[src/rtl/bitstuff_inserter_if.sv]
// bitstuff_inserter_if: valid/ready NRZ bit-stream bundle around the stuffing engine.
interface bitstuff_inserter_if #(parameter int STAT_W = 8);
  logic pkt_start, stuff_en, in_bit, in_valid, in_last, in_ready;
  logic out_bit, out_valid, out_ready, stuffing;
  logic [STAT_W-1:0] stuff_cnt;
  modport master (
    output pkt_start, stuff_en, in_bit, in_valid, in_last, out_ready,
    input  in_ready, out_bit, out_valid, stuffing, stuff_cnt
  );
  modport slave (
    input  pkt_start, stuff_en, in_bit, in_valid, in_last, out_ready,
    output in_ready, out_bit, out_valid, stuffing, stuff_cnt
  );
endinterface

[src/rtl/bitstuff_inserter.sv]
// bitstuff_inserter: inserts a zero after RUN_LEN consecutive ones and counts stuffed bits per packet.
module bitstuff_inserter #(
  parameter int RUN_LEN = 6,
  parameter int STAT_W  = 8
) (
  input logic clk,
  input logic reset_n,
  bitstuff_inserter_if.slave bus
);
  typedef enum logic [1:0] {IDLE, ACTIVE, STUFF} state_t;
  state_t state;
  logic mode, end_pend, stf, xfer, hit;
  logic [3:0] run, run_inc;
  logic [STAT_W-1:0] cnt;
  assign stf           = state == STUFF;
  assign xfer          = bus.in_valid & bus.in_ready;
  assign run_inc       = run + 4'd1;
  assign hit           = run_inc == 4'(RUN_LEN);
  assign bus.stuffing  = stf;
  assign bus.out_bit   = bus.in_bit & ~stf;
  assign bus.out_valid = bus.in_valid | stf;
  assign bus.in_ready  = bus.out_ready & ~stf;
  assign bus.stuff_cnt = cnt;
  always_ff @(posedge clk or negedge reset_n) begin
    if (!reset_n) begin
      state    <= IDLE;
      run      <= '0;
      mode     <= 1'b0;
      end_pend <= 1'b0;
      cnt      <= '0;
    end else begin
      case (state)
        IDLE: if (bus.pkt_start) begin
          state <= ACTIVE;
          mode  <= bus.stuff_en;
          run   <= '0;
          cnt   <= '0;
        end
        ACTIVE: if (xfer) begin
          if (mode && bus.in_bit && hit) begin
            run      <= '0;
            state    <= STUFF;
            end_pend <= bus.in_last;
          end else begin
            if (mode) run <= bus.in_bit ? run_inc : 4'd0;
            if (bus.in_last) state <= IDLE;
          end
        end
        STUFF: if (bus.out_ready) begin
          if (!(&cnt)) cnt <= cnt + STAT_W'(1);
          state <= end_pend ? IDLE : ACTIVE;
        end
        default: state <= IDLE;
      endcase
    end
  end
endmodule

[src/flat_wrapper.sv]
// flat-port wrapper written by rule: the top's interface ports become plain ports
module bitstuff_inserter_flat 
#(
  parameter int RUN_LEN = 6,
  parameter int STAT_W  = 8
)
  (clk, reset_n, bus_pkt_start, bus_stuff_en, bus_in_bit, bus_in_valid, bus_in_last, bus_out_ready, bus_in_ready, bus_out_bit, bus_out_valid, bus_stuffing, bus_stuff_cnt);
  bitstuff_inserter_if #(.STAT_W(STAT_W)) bus_i ();
  input logic clk;
  input logic reset_n;
  input wire logic [$bits(bus_i.pkt_start)-1:0] bus_pkt_start;
  input wire logic [$bits(bus_i.stuff_en)-1:0] bus_stuff_en;
  input wire logic [$bits(bus_i.in_bit)-1:0] bus_in_bit;
  input wire logic [$bits(bus_i.in_valid)-1:0] bus_in_valid;
  input wire logic [$bits(bus_i.in_last)-1:0] bus_in_last;
  input wire logic [$bits(bus_i.out_ready)-1:0] bus_out_ready;
  output wire logic [$bits(bus_i.in_ready)-1:0] bus_in_ready;
  output wire logic [$bits(bus_i.out_bit)-1:0] bus_out_bit;
  output wire logic [$bits(bus_i.out_valid)-1:0] bus_out_valid;
  output wire logic [$bits(bus_i.stuffing)-1:0] bus_stuffing;
  output wire logic [$bits(bus_i.stuff_cnt)-1:0] bus_stuff_cnt;
  assign bus_i.pkt_start = bus_pkt_start;
  assign bus_i.stuff_en = bus_stuff_en;
  assign bus_i.in_bit = bus_in_bit;
  assign bus_i.in_valid = bus_in_valid;
  assign bus_i.in_last = bus_in_last;
  assign bus_i.out_ready = bus_out_ready;
  assign bus_in_ready = bus_i.in_ready;
  assign bus_out_bit = bus_i.out_bit;
  assign bus_out_valid = bus_i.out_valid;
  assign bus_stuffing = bus_i.stuffing;
  assign bus_stuff_cnt = bus_i.stuff_cnt;
  bitstuff_inserter #(.RUN_LEN(RUN_LEN), .STAT_W(STAT_W)) u_core (.clk(clk), .reset_n(reset_n), .bus(bus_i));
endmodule
[config.mk]
export PLATFORM = sky130hd
export DESIGN_NAME = bitstuff_inserter_flat
export DESIGN_NICKNAME = d
export VERILOG_FILES = /design/src/rtl/bitstuff_inserter_if.sv /design/src/rtl/bitstuff_inserter.sv /design/src/flat_wrapper.sv
export SDC_FILE = /design/constraint.sdc
export NUM_CORES = 1
export LEC_CHECK = 0
export CAP_MARGIN = 20
export CORE_MARGIN = 1.5
export CORE_UTILIZATION = 30
export CTS_CLUSTER_DIAMETER = 30
export DETAILED_ROUTE_END_ITERATION = 6
export PLACE_DENSITY_LB_ADDON = 0.12
export SYNTH_ARGS = -nofsm -noshare
export SYNTH_HDL_FRONTEND = slang
export SYNTH_SLANG_ARGS = --single-unit
[constraint.sdc]
create_clock -name clk -period 1.57 [get_ports clk]
set_input_delay 0.157 -clock clk [delete_from_list [all_inputs] [get_ports clk]]
set_output_delay 0.157 -clock clk [all_outputs]
set_load 0.01 [all_outputs]
### After elaboration in Yosys (flattened, before gate mapping)

Index checks and enable logic that the tools add are counted.

| storage, ports and cells | value |
|---|---|
| logic and storage cells | 49 |
| output and inout bits | 12 |
| register bits | 16 |
| input port bits | 8 |

| cells by class | value |
|---|---|
| multiplexer cells | 17 |
| eq/ne operators | 9 |
| bitwise operators | 5 |
| $add $sub $neg | 2 |
| reduce and logical (&&, ||, !) cells | 11 |

Operators by type and width:

| operator | count |
|---|---|
| 2-to-1 mux 8 bit | 3 |
| 2-to-1 mux 4 bit | 5 |
| one-hot mux 8 bit (2 select lines) | 1 |
| AND reduction 4 bit | 3 |
| 2-to-1 mux 2 bit | 5 |
| adder 8 x 1 -> 8 bit (second input constant) | 1 |
| one-hot mux 4 bit (2 select lines) | 1 |
| AND reduction 8 bit | 1 |
| inequality test 2 bit (second input constant) | 3 |
| one-hot mux 2 bit (3 select lines) | 1 |
| adder 4 x 1 -> 4 bit (second input constant) | 1 |
| == test 4 x 3 -> 1 bit (second input constant) | 1 |
| nonzero test 2 bit | 2 |
| bitwise AND 1 bit | 3 |
| inequality test 3 x 1 -> 1 bit (second input constant) | 1 |
| inequality test 3 x 2 -> 1 bit (second input constant) | 1 |
| AND reduction 3 bit | 1 |
| == test 2 x 1 -> 1 bit (second input constant) | 1 |
| == test 2 bit (second input constant) | 1 |
| logical AND 1 bit | 2 |
| zero test 2 bit | 1 |
| inequality test 2 x 1 -> 1 bit (second input constant) | 1 |
| AND reduction 2 bit | 1 |
| 2-to-1 mux 1 bit | 1 |
| 2 further kinds | 2 |

### Depth between registers and ports, before layout

| logic depth | value |
|---|---|
| depth after elaboration | 6 |
| mapped depth | 6 |

### Least setup slack after synthesis

No wires, ideal clock.

| timing path | value |
|---|---|
| path kind | register -> register |
| from | register u_core.cnt[0] (netlist: u_core.bus.stuff_cnt[0]) |
| to | register u_core.cnt[7] (netlist: u_core.bus.stuff_cnt[7]) |
| setup time | 0.125 ns |
| cell stages (with the launch flop) | 7 |
| data required time | 1.445 ns |
| clock period less this slack | 1.780 ns |
| setup slack | -0.210 ns |
| arrival time | 1.654 ns |
| path through | dfrtp_1 -> ha_1 -> and3_1 -> a311oi_2 -> buf_6 -> nand3_2 -> mux2_4 |

| on the way | value |
|---|---|
| longest elaborated chain between the ends | 4 |
| elaborated cells on any way between the ends | 7 |
| those cells by class | add/sub: 1; eq/ne: 1; mux: 3; reduce/logical: 2 |

RTL lines:

| element | RTL line | text |
|---|---|---|
| start: declaration | bitstuff_inserter.sv:14 | `logic [STAT_W-1:0] cnt;` |
| start signal: assignment | bitstuff_inserter.sv:50 | `if (!(&cnt)) cnt <= cnt + STAT_W'(1);` |
| adder 8 x 1 -> 8 bit | bitstuff_inserter.sv:50 |  |
| 2-to-1 mux 8 bit | bitstuff_inserter.sv:50 |  |
| 2-to-1 mux 8 bit | bitstuff_inserter.sv:49 | `STUFF: if (bus.out_ready) begin` |
| one-hot mux 8 bit (2 select lines) | bitstuff_inserter.sv:32 | `case (state)` |

Several ways; a longest one is shown, not always the timed one. The select of a mux whose other input is x is not followed.
A chain may end at the register's enable or synchronous reset.

### Worst setup path in the final report

| timing path | value |
|---|---|
| from | register u_core.state[1] |
| to | register u_core.cnt[7] (netlist: u_core.bus.stuff_cnt[7]) |

| on the way | value |
|---|---|
| longest elaborated chain between the ends | 3 |
| elaborated cells on any way between the ends | 8 |
| those cells by class | eq/ne: 4; mux: 1; reduce/logical: 3 |

RTL lines:

| element | RTL line | text |
|---|---|---|
| start: declaration | bitstuff_inserter.sv:11 | `state_t state;` |
| start signal: assignment | bitstuff_inserter.sv:51 | `state <= end_pend ? IDLE : ACTIVE;` |
| == test 2 bit / zero test 2 bit (equally long branches) | bitstuff_inserter.sv:32 |  |
| inequality test 2 bit (no line) / nonzero test 2 bit (equally long branches) | - |  |
| AND reduction 4 bit (no line) | - |  |

Several ways; a longest one is shown, not always the timed one.

==> impl_results.md <==
- Run status: finished with violations
- Violated checks: negative setup slack
- # setup viols final: 4
- Worst hold margin: 0.1931 ns
- Routed len/inst: 12.67 µm
- Setup ws final: -0.07747 ns
- Fraction of layout cells with a size suffix above 1: 47.17%
- Clock period minus worst slack: 1.647 ns
- Rows: 20
- CP max FO: 6
- Period Utilization, post-route: 104.9%
- Leak: 0.7409 nW
- Die width: 60.80 µm
- Global-route wire length before repair: 4429 µm
- Core region area: 0.003103 mm²
- Dpl hpwl: 1869 µm
- Syn nets: 114
- # IOs: 20
- Area after DPL: 0.001439 mm²
- Fillers: 320
- Max Slew Vio Count: 0
- DRT Pass-1 Iters: 4
- Post-route ant nets: 0
- Commonest cells in the netlist: dfrtp_1 (16), inv_1 (7), nor2_1 (7), o21ai_0 (7)
- Initial antenna violation count: 0
- Number of diodes: 0
- Clk_lat worst skew: 0.28 ns
- Layout area overhead: 63.30%
- Iter 0 DRT Violations: 27
- Initial Utilization: 32.30%
- Seq cells post-synth: 16
- Max cap viols: 0
- Peak supply drop: 289.4 µV
- Area of the multi-input gates: 646.9 µm²
- CP Capture Type: register
- DRC: 0
- Hold/Removal Path Class: in2async
- Layout Nets: 172
- Synth cell types: 39
- Most frequent cell after synthesis: dfrtp_1
- PD cells: 713.6 mW/mm²
- Largest cells by area after synthesis: dfrtp_1 (40%), ha_1 (3.7%), o21ai_0 (3.5%)
- Syn Std Cell Area: 0.001002 mm²
- GPL Wtd Cong: 0.7693
- Die Y-Extent: 60.80 µm
- H-tree depth: 1
- Number of global-route vias before repair: 941
- Internal reg-to-reg setup slack: -0.08 ns
- Num CTS Buffers: 3
- CTS tree: yes
- Gr usage total: 15.93%
- WP data arrival: 1.82 ns
- Leading area contributor after synthesis: dfrtp_1
- # hold bufs at CTS: 0
- EDFF count, synth: 0
- Routed WL: 2573 µm
- Register area share after synthesis: 39.95%
- GRT overflow: 0
- Reg clk slew, reported paths: 0.10 ns
- Via count: 952
- Startpoint Class: register
- Worst Skew: 0.002850 ns
- Max clock buf depth: 2
- Vias/cell: 4.690
- Cells after Synth: 103
- RSZ-0062 raised after global routing: yes
- Root buf cell: clkbuf_4
- Area share of the largest cell type after synthesis: 39.95%
- Final hold vios: 0
- Clock sink count: 16
- Largest net degree at the start of global routing: 17
- Power Total: 1.168 mW
- Critical path class: reg2reg
- Maximum clock rate: 0.6070 GHz
- Syn Area/Cell: 9.730 µm²
- Worst Path Required: 1.74 ns
- YS warnings: 0
- Port Buffers: 19
- Slew @ Worst Pin: 0.3387 ns
- Die area: 0.003697 mm²
- Register area: 400.4 µm²
- Setup Total Neg Slack: -0.1705 ns
- Final Instance Area: 0.001637 mm²
- Share of flip-flops with an asynchronous set or reset: 100.0%
- Max_slew headroom: 77.24%
- Top_reg_cell synth: dfrtp_1
-- final timing paths --
check | start | endpoint | cells past startpoint
worst max-delay path | u_core.state[1]$_DFFE_PN0P_ | u_core.bus.stuff_cnt[7]$_DFFE_PN0P_ | 6
worst min-delay path | reset_n | u_core.run[2]$_DFFE_PN0P_ | 2
worst max register to register | u_core.state[1]$_DFFE_PN0P_ | u_core.bus.stuff_cnt[7]$_DFFE_PN0P_ | 6
worst min register to register | u_core.end_pend$_DFFE_PN0P_ | u_core.end_pend$_DFFE_PN0P_ | 1
max in group asynchronous | reset_n | u_core.bus.stuff_cnt[0]$_DFFE_PN0P_ | 2
min in group clk | bus_stuff_en | u_core.mode$_DFFE_PN0P_ | 2
-- worst max-delay path: stages, from the launching register on --
cell and delay (ns):
dfrtp_1 0.41, buf_6 0.13, and3b_4 0.18, a311oi_2 0.26, buf_4 0.18, nand3_2 0.08
mux2_4 0.30
-- registers in the layout, summed over array words and instances (netlist names) --
| signal | count |
|---|---|
| u_core.state | 2 |
| u_core.bus.stuff_cnt | 8 |
| u_core.mode | 1 |
| u_core.end_pend | 1 |
| u_core.run | 4 |
-- per-stage QoR --
step                      std cells  worst slack, ns  util, %
after floorplan                 103          -0.2015        -
after global placement          192          -0.1607    46.37
after detailed placement        192          -0.1584    46.37
after CTS                       199          -0.1096    49.19
after global routing            203          -0.1402    52.74
final                           203         -0.07747    52.74
-- final cells by class --
| type | count | share of cell area, % |
|---|---|---|
| Inverter | 7 | 1.758 |
| Tap cell | 44 | 3.364 |
| Multi-Input combinational cell | 77 | 39.53 |
| Timing Repair Buffer | 56 | 29.51 |
| Sequential cell | 16 | 24.46 |
| Clock buffer | 3 | 1.376 |
-- routing by layer --
metal	wire length [µm]	share of wire, %	up-vias	GRT usage, %
met3	92	3.6	2	2.559
met4	23	0.89	0	6.522
met2	1171	46	15	24.88
met1	1286	50	442	21.90
met5	0	0	-	0
li1	-	-	493	-
-- logic make-up (layout without fill, tap and decap cells) --
logic type / count (synthesis) / count (layout) / share of synthesized area, %
buf+inv: 10 / 66 / 5.993
mux: 5 / 5 / 5.867
compound gates: 26 / 26 / 19.23
fa+ha+maj: 3 / 3 / 3.746
flops: 16 / 16 / 39.95
simple gates: 43 / 43 / 25.22
-- repair_timing --
item                       CTS  global route
setup buffers                4             4
pin swaps                    4             5
gates resized for setup     22            25
setup endpoints to repair   13            14
-- cell usage in the layout, fill, tap and decap left out, types with 2 or more instances in the layout --
cell	count
nand3_1	6
nand3b_1	2
and3_1	2
a31o_2	2
o21ai_1	4
nor2b_1	2
ha_1	2
mux2_2	2
nand2b_1	2
clkbuf_2	2
clkbuf_4	3
nor3_1	2
nor2_1	6
a211oi_1	2
nor2_2	2
clkdlybuf4s50_1	15
nand2_1	5
a311oi_2	2
inv_1	6
o41ai_4	2
buf_6	8
mux2_4	2
o21ai_0	2
dfrtp_1	16
buf_4	31
a21oi_1	2
-- where the power goes --
part | total, mW | internal [mW] | switching, mW | leakage (nW)
Clock | 0.223 | 0.0889 | 0.134 | 0.0138
Sequential | 0.498 | 0.460 | 0.0379 | 0.214
Combinational | 0.447 | 0.239 | 0.208 | 0.513
Total | 1.17 | 0.789 | 0.379 | 0.741
No activity file was read; power rests on OpenSTA's default activity.
